$ cat config.mk
export PLATFORM = sky130hd
export DESIGN_NAME = multiport_regfile_flat
export DESIGN_NICKNAME = d
export VERILOG_FILES = /design/src/rtl/multiport_regfile_if.sv /design/src/rtl/multiport_regfile.sv /design/src/flat_wrapper.sv
export SDC_FILE = /design/constraint.sdc
export NUM_CORES = 2
export LEC_CHECK = 0
export CORE_ASPECT_RATIO = 1.2
export CORE_MARGIN = 1
export CORE_UTILIZATION = 45
export DETAILED_ROUTE_END_ITERATION = 16
export GPL_TIMING_DRIVEN = 0
export PLACE_DENSITY = 0.71
export SETUP_SLACK_MARGIN = 0.02
export SLEW_MARGIN = 20
export SYNTH_ARGS = -nofsm -noshare
export SYNTH_HDL_FRONTEND = slang
export SYNTH_SLANG_ARGS = --single-unit
export TNS_END_PERCENT = 30
$ cat constraint.sdc
create_clock -name clk_i -period 5.1 [get_ports clk_i]
set_input_delay 0.51 -clock clk_i [delete_from_list [all_inputs] [get_ports clk_i]]
set_output_delay 0.51 -clock clk_i [all_outputs]
set_load 0.01 [all_outputs]
$ cat src/rtl/multiport_regfile_if.sv
// Bus bundle for multiport_regfile: read ports, two write ports, clear
// request and busy flag. The master drives addresses/writes, the register
// file (slave) drives read data and busy.
interface multiport_regfile_if #(
    parameter int DATA_W = 32,
    parameter int ADDR_W = 5,
    parameter int NUM_RD = 2
);
    logic [NUM_RD*ADDR_W-1:0] RdAddr_i;
    logic [NUM_RD*DATA_W-1:0] RdData_o;
    logic [1:0]               WrEn_i;
    logic [2*ADDR_W-1:0]      WrAddr_i;
    logic [2*DATA_W-1:0]      WrData_i;
    logic                     ClrReq_i;
    logic                     Busy_o;

    modport master (
        output RdAddr_i, WrEn_i, WrAddr_i, WrData_i, ClrReq_i,
        input  RdData_o, Busy_o
    );

    modport slave (
        input  RdAddr_i, WrEn_i, WrAddr_i, WrData_i, ClrReq_i,
        output RdData_o, Busy_o
    );
endinterface

$ cat src/rtl/multiport_regfile.sv
// Parametrised multi-read, dual-write register file with optional hardwired
// zero entry and a hardware clear sweep (after reset or on ClrReq_i).
// Optional feature macro: REGFILE_BYPASS_EN enables write-to-read forwarding.
//
// state | meaning
// ------+---------------------------------------------------------------
// IDLE  | normal operation: writes accepted, reads return array contents
// CLEAR | sweep: entry clr_cnt zeroed each cycle, reads return 0
module multiport_regfile #(
    parameter int DATA_W   = 32,
    parameter int ADDR_W   = 5,
    parameter int NUM_RD   = 2,
    parameter int ZERO_REG = 1
) (
    input  logic                clk_i,
    input  logic                rst_i,
    multiport_regfile_if.slave  bus
);
    localparam int DEPTH = 1 << ADDR_W;

    localparam logic [0:0] IDLE  = 1'b0;
    localparam logic [0:0] CLEAR = 1'b1;

    logic [0:0]        state;
    logic [ADDR_W-1:0] clr_cnt;
    logic [DATA_W-1:0] mem [DEPTH];

    logic              rd_block;
    logic              wr_accept;
    logic [1:0]        wr_live;
    logic [NUM_RD*DATA_W-1:0] rd_data;

    // Reads are masked while reset is asserted or the sweep is running.
    assign rd_block  = rst_i || (state == CLEAR);
    // Writes only land in IDLE and are dropped in the cycle a clear is accepted.
    assign wr_accept = !rst_i && (state == IDLE) && !bus.ClrReq_i;

    // Per-port write qualification, discarding writes to the zero entry.
    always_comb begin
        wr_live = '0;
        for (int w = 0; w < 2; w++) begin
            wr_live[w] = bus.WrEn_i[w] &&
                         !((ZERO_REG != 0) && (bus.WrAddr_i[w*ADDR_W +: ADDR_W] == '0));
        end
    end

    // Sequencer: reset parks in CLEAR at entry 0; one sweep of DEPTH cycles.
    always_ff @(posedge clk_i) begin
        if (rst_i) begin
            state   <= CLEAR;
            clr_cnt <= '0;
        end else begin
            case (state)
                IDLE: begin
                    if (bus.ClrReq_i) begin
                        state   <= CLEAR;
                        clr_cnt <= '0;
                    end
                end
                CLEAR: begin
                    if (clr_cnt == ADDR_W'(DEPTH - 1)) begin
                        state   <= IDLE;
                        clr_cnt <= '0;
                    end else begin
                        clr_cnt <= clr_cnt + ADDR_W'(1);
                    end
                end
                default: begin
                    state   <= CLEAR;
                    clr_cnt <= '0;
                end
            endcase
        end
    end

    // Array update: zero during reset/sweep, otherwise port 1 applied after port 0 so it wins.
    always_ff @(posedge clk_i) begin
        if (rst_i) begin
            mem[0] <= '0;
        end else if (state == CLEAR) begin
            mem[clr_cnt] <= '0;
        end else if (wr_accept) begin
            for (int w = 0; w < 2; w++) begin
                if (wr_live[w]) begin
                    mem[bus.WrAddr_i[w*ADDR_W +: ADDR_W]] <= bus.WrData_i[w*DATA_W +: DATA_W];
                end
            end
        end
    end

    // Combinational read ports, with optional same-cycle forwarding from the write ports.
    always_comb begin
        rd_data = '0;
        if (!rd_block) begin
            for (int k = 0; k < NUM_RD; k++) begin
                if (!((ZERO_REG != 0) && (bus.RdAddr_i[k*ADDR_W +: ADDR_W] == '0))) begin
                    rd_data[k*DATA_W +: DATA_W] = mem[bus.RdAddr_i[k*ADDR_W +: ADDR_W]];
                end
`ifdef REGFILE_BYPASS_EN
                for (int w = 0; w < 2; w++) begin
                    if (wr_accept && wr_live[w] &&
                        (bus.WrAddr_i[w*ADDR_W +: ADDR_W] == bus.RdAddr_i[k*ADDR_W +: ADDR_W])) begin
                        rd_data[k*DATA_W +: DATA_W] = bus.WrData_i[w*DATA_W +: DATA_W];
                    end
                end
`endif
            end
        end
    end

    assign bus.RdData_o = rd_data;
    assign bus.Busy_o   = (state == CLEAR);
endmodule
$ cat src/flat_wrapper.sv
// flat-port wrapper written by rule: the top's interface ports become plain ports
module multiport_regfile_flat 
#(
    parameter int DATA_W   = 32,
    parameter int ADDR_W   = 5,
    parameter int NUM_RD   = 2,
    parameter int ZERO_REG = 1
)
  (clk_i, rst_i, bus_RdAddr_i, bus_WrEn_i, bus_WrAddr_i, bus_WrData_i, bus_ClrReq_i, bus_RdData_o, bus_Busy_o);
  multiport_regfile_if #(.DATA_W(DATA_W), .ADDR_W(ADDR_W), .NUM_RD(NUM_RD)) bus_i ();
  input  logic clk_i;
  input  logic rst_i;
  input wire logic [$bits(bus_i.RdAddr_i)-1:0] bus_RdAddr_i;
  input wire logic [$bits(bus_i.WrEn_i)-1:0] bus_WrEn_i;
  input wire logic [$bits(bus_i.WrAddr_i)-1:0] bus_WrAddr_i;
  input wire logic [$bits(bus_i.WrData_i)-1:0] bus_WrData_i;
  input wire logic [$bits(bus_i.ClrReq_i)-1:0] bus_ClrReq_i;
  output wire logic [$bits(bus_i.RdData_o)-1:0] bus_RdData_o;
  output wire logic [$bits(bus_i.Busy_o)-1:0] bus_Busy_o;
  assign bus_i.RdAddr_i = bus_RdAddr_i;
  assign bus_i.WrEn_i = bus_WrEn_i;
  assign bus_i.WrAddr_i = bus_WrAddr_i;
  assign bus_i.WrData_i = bus_WrData_i;
  assign bus_i.ClrReq_i = bus_ClrReq_i;
  assign bus_RdData_o = bus_i.RdData_o;
  assign bus_Busy_o = bus_i.Busy_o;
  multiport_regfile #(.DATA_W(DATA_W), .ADDR_W(ADDR_W), .NUM_RD(NUM_RD), .ZERO_REG(ZERO_REG)) u_core (.clk_i(clk_i), .rst_i(rst_i), .bus(bus_i));
endmodule
==> results.tsv <==
stage	metric	value	unit
outcome	outcome	complete, but fails checks	
outcome	violations	setup timing	
hold_path	min_to	u_core.clr_cnt[4]	
sta	final_max_slew_viol_count	0	
clock_tree	htree_levels	3	
synthesis	netlist_instances	5235	
power	cellLeakagePower	24.9	nW
synthesis	synthAdderAreaFrac	0.000417	
critical_path	crit_path_max_incr_delay	0.74	ns
sta	maxSlewHeadroom	0.167	
route	routed-via-count	48300	
clock_tree	clk_pin_slew	0.06	ns
synthesis	synth.area.top_cells	edfxtp_1 (51%), mux4_2 (12%), nand2_1 (6.5%)	
route	dr.pass1.iters	6	
critical_path	path_buf_inv	4	
synthesis	synth-simple-area-share	0.100	
critical_path	critical_path_arrival	4.78	ns
synthesis	synth_flop_cell	edfxtp_1	
finish	nets	5611	
synthesis	yosysSeqAreaShare	0.514	
critical_path	r2r-end	u_core.mem[31][8]	
critical_path	required	4.59	ns
critical_path	ff2ff_path_depth	7	
route	avgViaCountPerCell	6.54	
synthesis	ys_warn_count	0	
die	die_w	335	um
sta	rsz0062_at_grt	true	
clock_tree	hold_buffers	0	
finish	drive_gt1_frac	0.163	
clock_tree	cts-root-buf	clkbuf_16	
finish	fillCellCount	11600	
clock_tree	clockBufferDepth	3	
sta	tightest_slew	1.25	ns
global_route	grt_pass1_vias	46900	
sta	finClkSkew	0.0261	ns
global_route	grt_overflow	0	
clock_tree	clk_latency	0.73	ns
sta	finalHoldViolations	0	
hold_path	hold_class	input port to flop	
clock_tree	numCtsBuffers	101	
sta	fin_setup_tns	-1.22	ns
route	wl_per_cell	31.7	um
critical_path	setup.worst_path.class	input port to primary output	
critical_path	crit_chain	clkdlybuf4s50_1 > clkbuf_1 > nand3b_1 > clkbuf_1 > o22ai_1 > o21ai_0 > nand4_1 > clkdlybuf4s50_1	
critical_path	critPathCaptureType	primary output	
synthesis	synth-seq-cells	1030	
run	drv_cap	0	
finish	layout_common_cells	nand2_1 (1038), edfxtp_1 (1024), o21ai_0 (537)	
synthesis	synth_top_area_frac	0.512	
die	dieHeight	402	um
finish	synthToLayoutAreaGrowth	13.7	%
sta	max_freq	0.189	GHz
synthesis	async_flop_share	0	
place	io_buffer_count	145	
die	die_area	0.135	mm^2
synthesis	synth_largest_area_cell	edfxtp_1	
hold_path	min_from	bus_ClrReq_i	
synthesis	syn-num-nets	5326	
power	power.density	271	mW/mm^2
clock_tree	cts.sinks	1030	
die	coreArea	0.132	mm^2
hold_path	hold_path_depth	4	
sta	setup_viol	17	
synthesis	synth_compound_area_frac	0.138	
route	detail-route-antenna-nets	0	
clock_tree	cts_tree	done	
critical_path	path_delay_family	buffers and inverters	
synthesis	synthXorXnorAreaFrac	0	
place	dp_hpwl	190000	um
power	vdd_ir_drop_max	0.301	mV
synthesis	synth_top_family_by_area	multiplexers	
sta	min_period	5.29	ns
critical_path	worstSetupStartpointType	input port	
global_route	antenna_found_initial	14	
route	drtIter0Drc	6981	
critical_path	slowest_stage	clkdlybuf4s50_1	
sta	finalCritPeriodShare	1.04	
synthesis	synth.distinct_cells	48	
die	num_rows	146	
place	globalplace.congestion	1.03	
global_route	gr-usage-all-layers	0.340	
power	p_total	18.5	mW
synthesis	synth_edf_count	1024	
critical_path	timing.rr.start	u_core.bus.Busy_o	
finish	seqCellArea	0.0309	mm^2
die	start_util	0.454	
route	routed_wl	234000	um
sta	fin_ws	-0.192	ns
synthesis	synthMuxAreaShare	0.184	
sta	timing.hold.ws	0.172	ns
route	drcViolationCount	0	
finish	layout_commonest_cell	nand2_1	
critical_path	critical_path.max_fanout	10	
global_route	grt_pass1_wl	326000	um
global_route	grt_start_max_net_pins	25	
die	io_pins	154	
finish	multi_input_area	0.0257	mm^2
synthesis	synthesis.area	0.0601	mm^2
synthesis	syn_area_per_cell	11.5	um^2
critical_path	rrSetupSlack	1.23	ns
## stage by stage
stage | setup WS, ns | cells | utilization | cell area (um^2)
after CTS | 0.0926 | 7379 | 0.516 | 68300
after global placement | -1.53 | 7156 | 0.482 | 63700
after detailed placement | -0.549 | 7192 | 0.490 | 64800
after global routing | -0.0163 | 7379 | 0.516 | 68300
after floorplan | 1.48 | 5235 | - | 60100
final | -0.192 | 7386 | 0.516 | 68300
## area by class of cell
type | count | area share
Tap cell | 1776 | 0.0325
Multi-Input combinational cell | 3502 | 0.377
Sequential cell | 1030 | 0.452
Buffer | 667 | 0.0543
Clock buffer | 109 | 0.0381
Inverter | 34 | 0.00187
Clock inverter | 77 | 0.0123
Antenna cell | 7 | 0.000257
Timing Repair Buffer | 184 | 0.0316
## what timing repair did
item                       in CTS  in global routing
setup endpoints to repair      63                 17
pin swaps                       1                  1
resized for setup              10                 12
buffers inserted                2                  0
## flip-flops by register name, summed over array words and instances, names as in the netlist
register,cells
u_core.bus.Busy_o,1
u_core.clr_cnt,5
u_core.mem,1024
## logic make-up (layout without fill, tap and decap cells)
kind of cell	after synthesis	count (layout)
adder cells (fa/ha/maj)	2	2
AND/OR/NAND/NOR	1302	1302
flip-flops	1030	1030
other	0	7
buffers and inverters	703	1071
multiplexers	705	705
AO/OA/AOI/OAI	1493	1493
## worst max-delay path by stage
| stage | startpoint | to | slack [ns] | cells after the start |
|---|---|---|---|---|
| floorplan | u_core.bus.Busy_o | u_core.mem[5][0] | 1.48 | 6 |
| global placement | rst_i | bus_RdData_o[31] | -1.53 | 8 |
| detailed placement | bus_RdAddr_i[3] | bus_RdData_o[31] | -0.55 | 9 |
| CTS | rst_i | bus_RdData_o[1] | 0.09 | 10 |
| global route | bus_RdAddr_i[2] | bus_RdData_o[18] | -0.02 | 8 |
| finish | bus_RdAddr_i[2] | bus_RdData_o[22] | -0.19 | 8 |
## worst min-delay path: stages
cell	delay (ns)
buf_6	0.12
nor3b_1	0.05
a21oi_1	0.11
nor2_1	0.04
## routing by layer
layer / GRT usage / routed length, um / vias up
li1: - / - / 20500
met1: 0.444 / 85000 / 24200
met2: 0.543 / 109000 / 3105
met3: 0.0717 / 28300 / 501
met4: 0.159 / 11600 / 8
met5: 0 / 69 / -
## cell usage after synthesis (3+ instances only)
master / number
nand2_1: 1038
edfxtp_1: 1024
o21ai_0: 543
o21ai_1: 514
mux2i_1: 386
clkbuf_1: 357
mux4_2: 319
o22ai_1: 192
buf_2: 129
buf_6: 105
and3_1: 97
a32oi_1: 95
a31oi_1: 65
nand4_1: 64
buf_4: 62
a21oi_1: 43
inv_1: 34
o21bai_1: 31
nor4_4: 29
buf_1: 15
nor2_1: 13
nand2b_1: 11
dfxtp_1: 6
nand3b_1: 6
or3b_2: 6
nand4bb_1: 5
nor2b_1: 5
or2_2: 5
nand3_1: 4
a21o_1: 3
nor3_1: 3
nor3b_1: 3
o32ai_1: 3
## report_power, final
group | switching (mW) | internal, mW | total [mW]
sequential | 0.0245 | 9.22 | 9.24
clock | 3.60 | 4.43 | 8.03
combinational | 0.838 | 0.424 | 1.26
total | 4.46 | 14.1 | 18.5
Power figures use the tool's default switching activity.
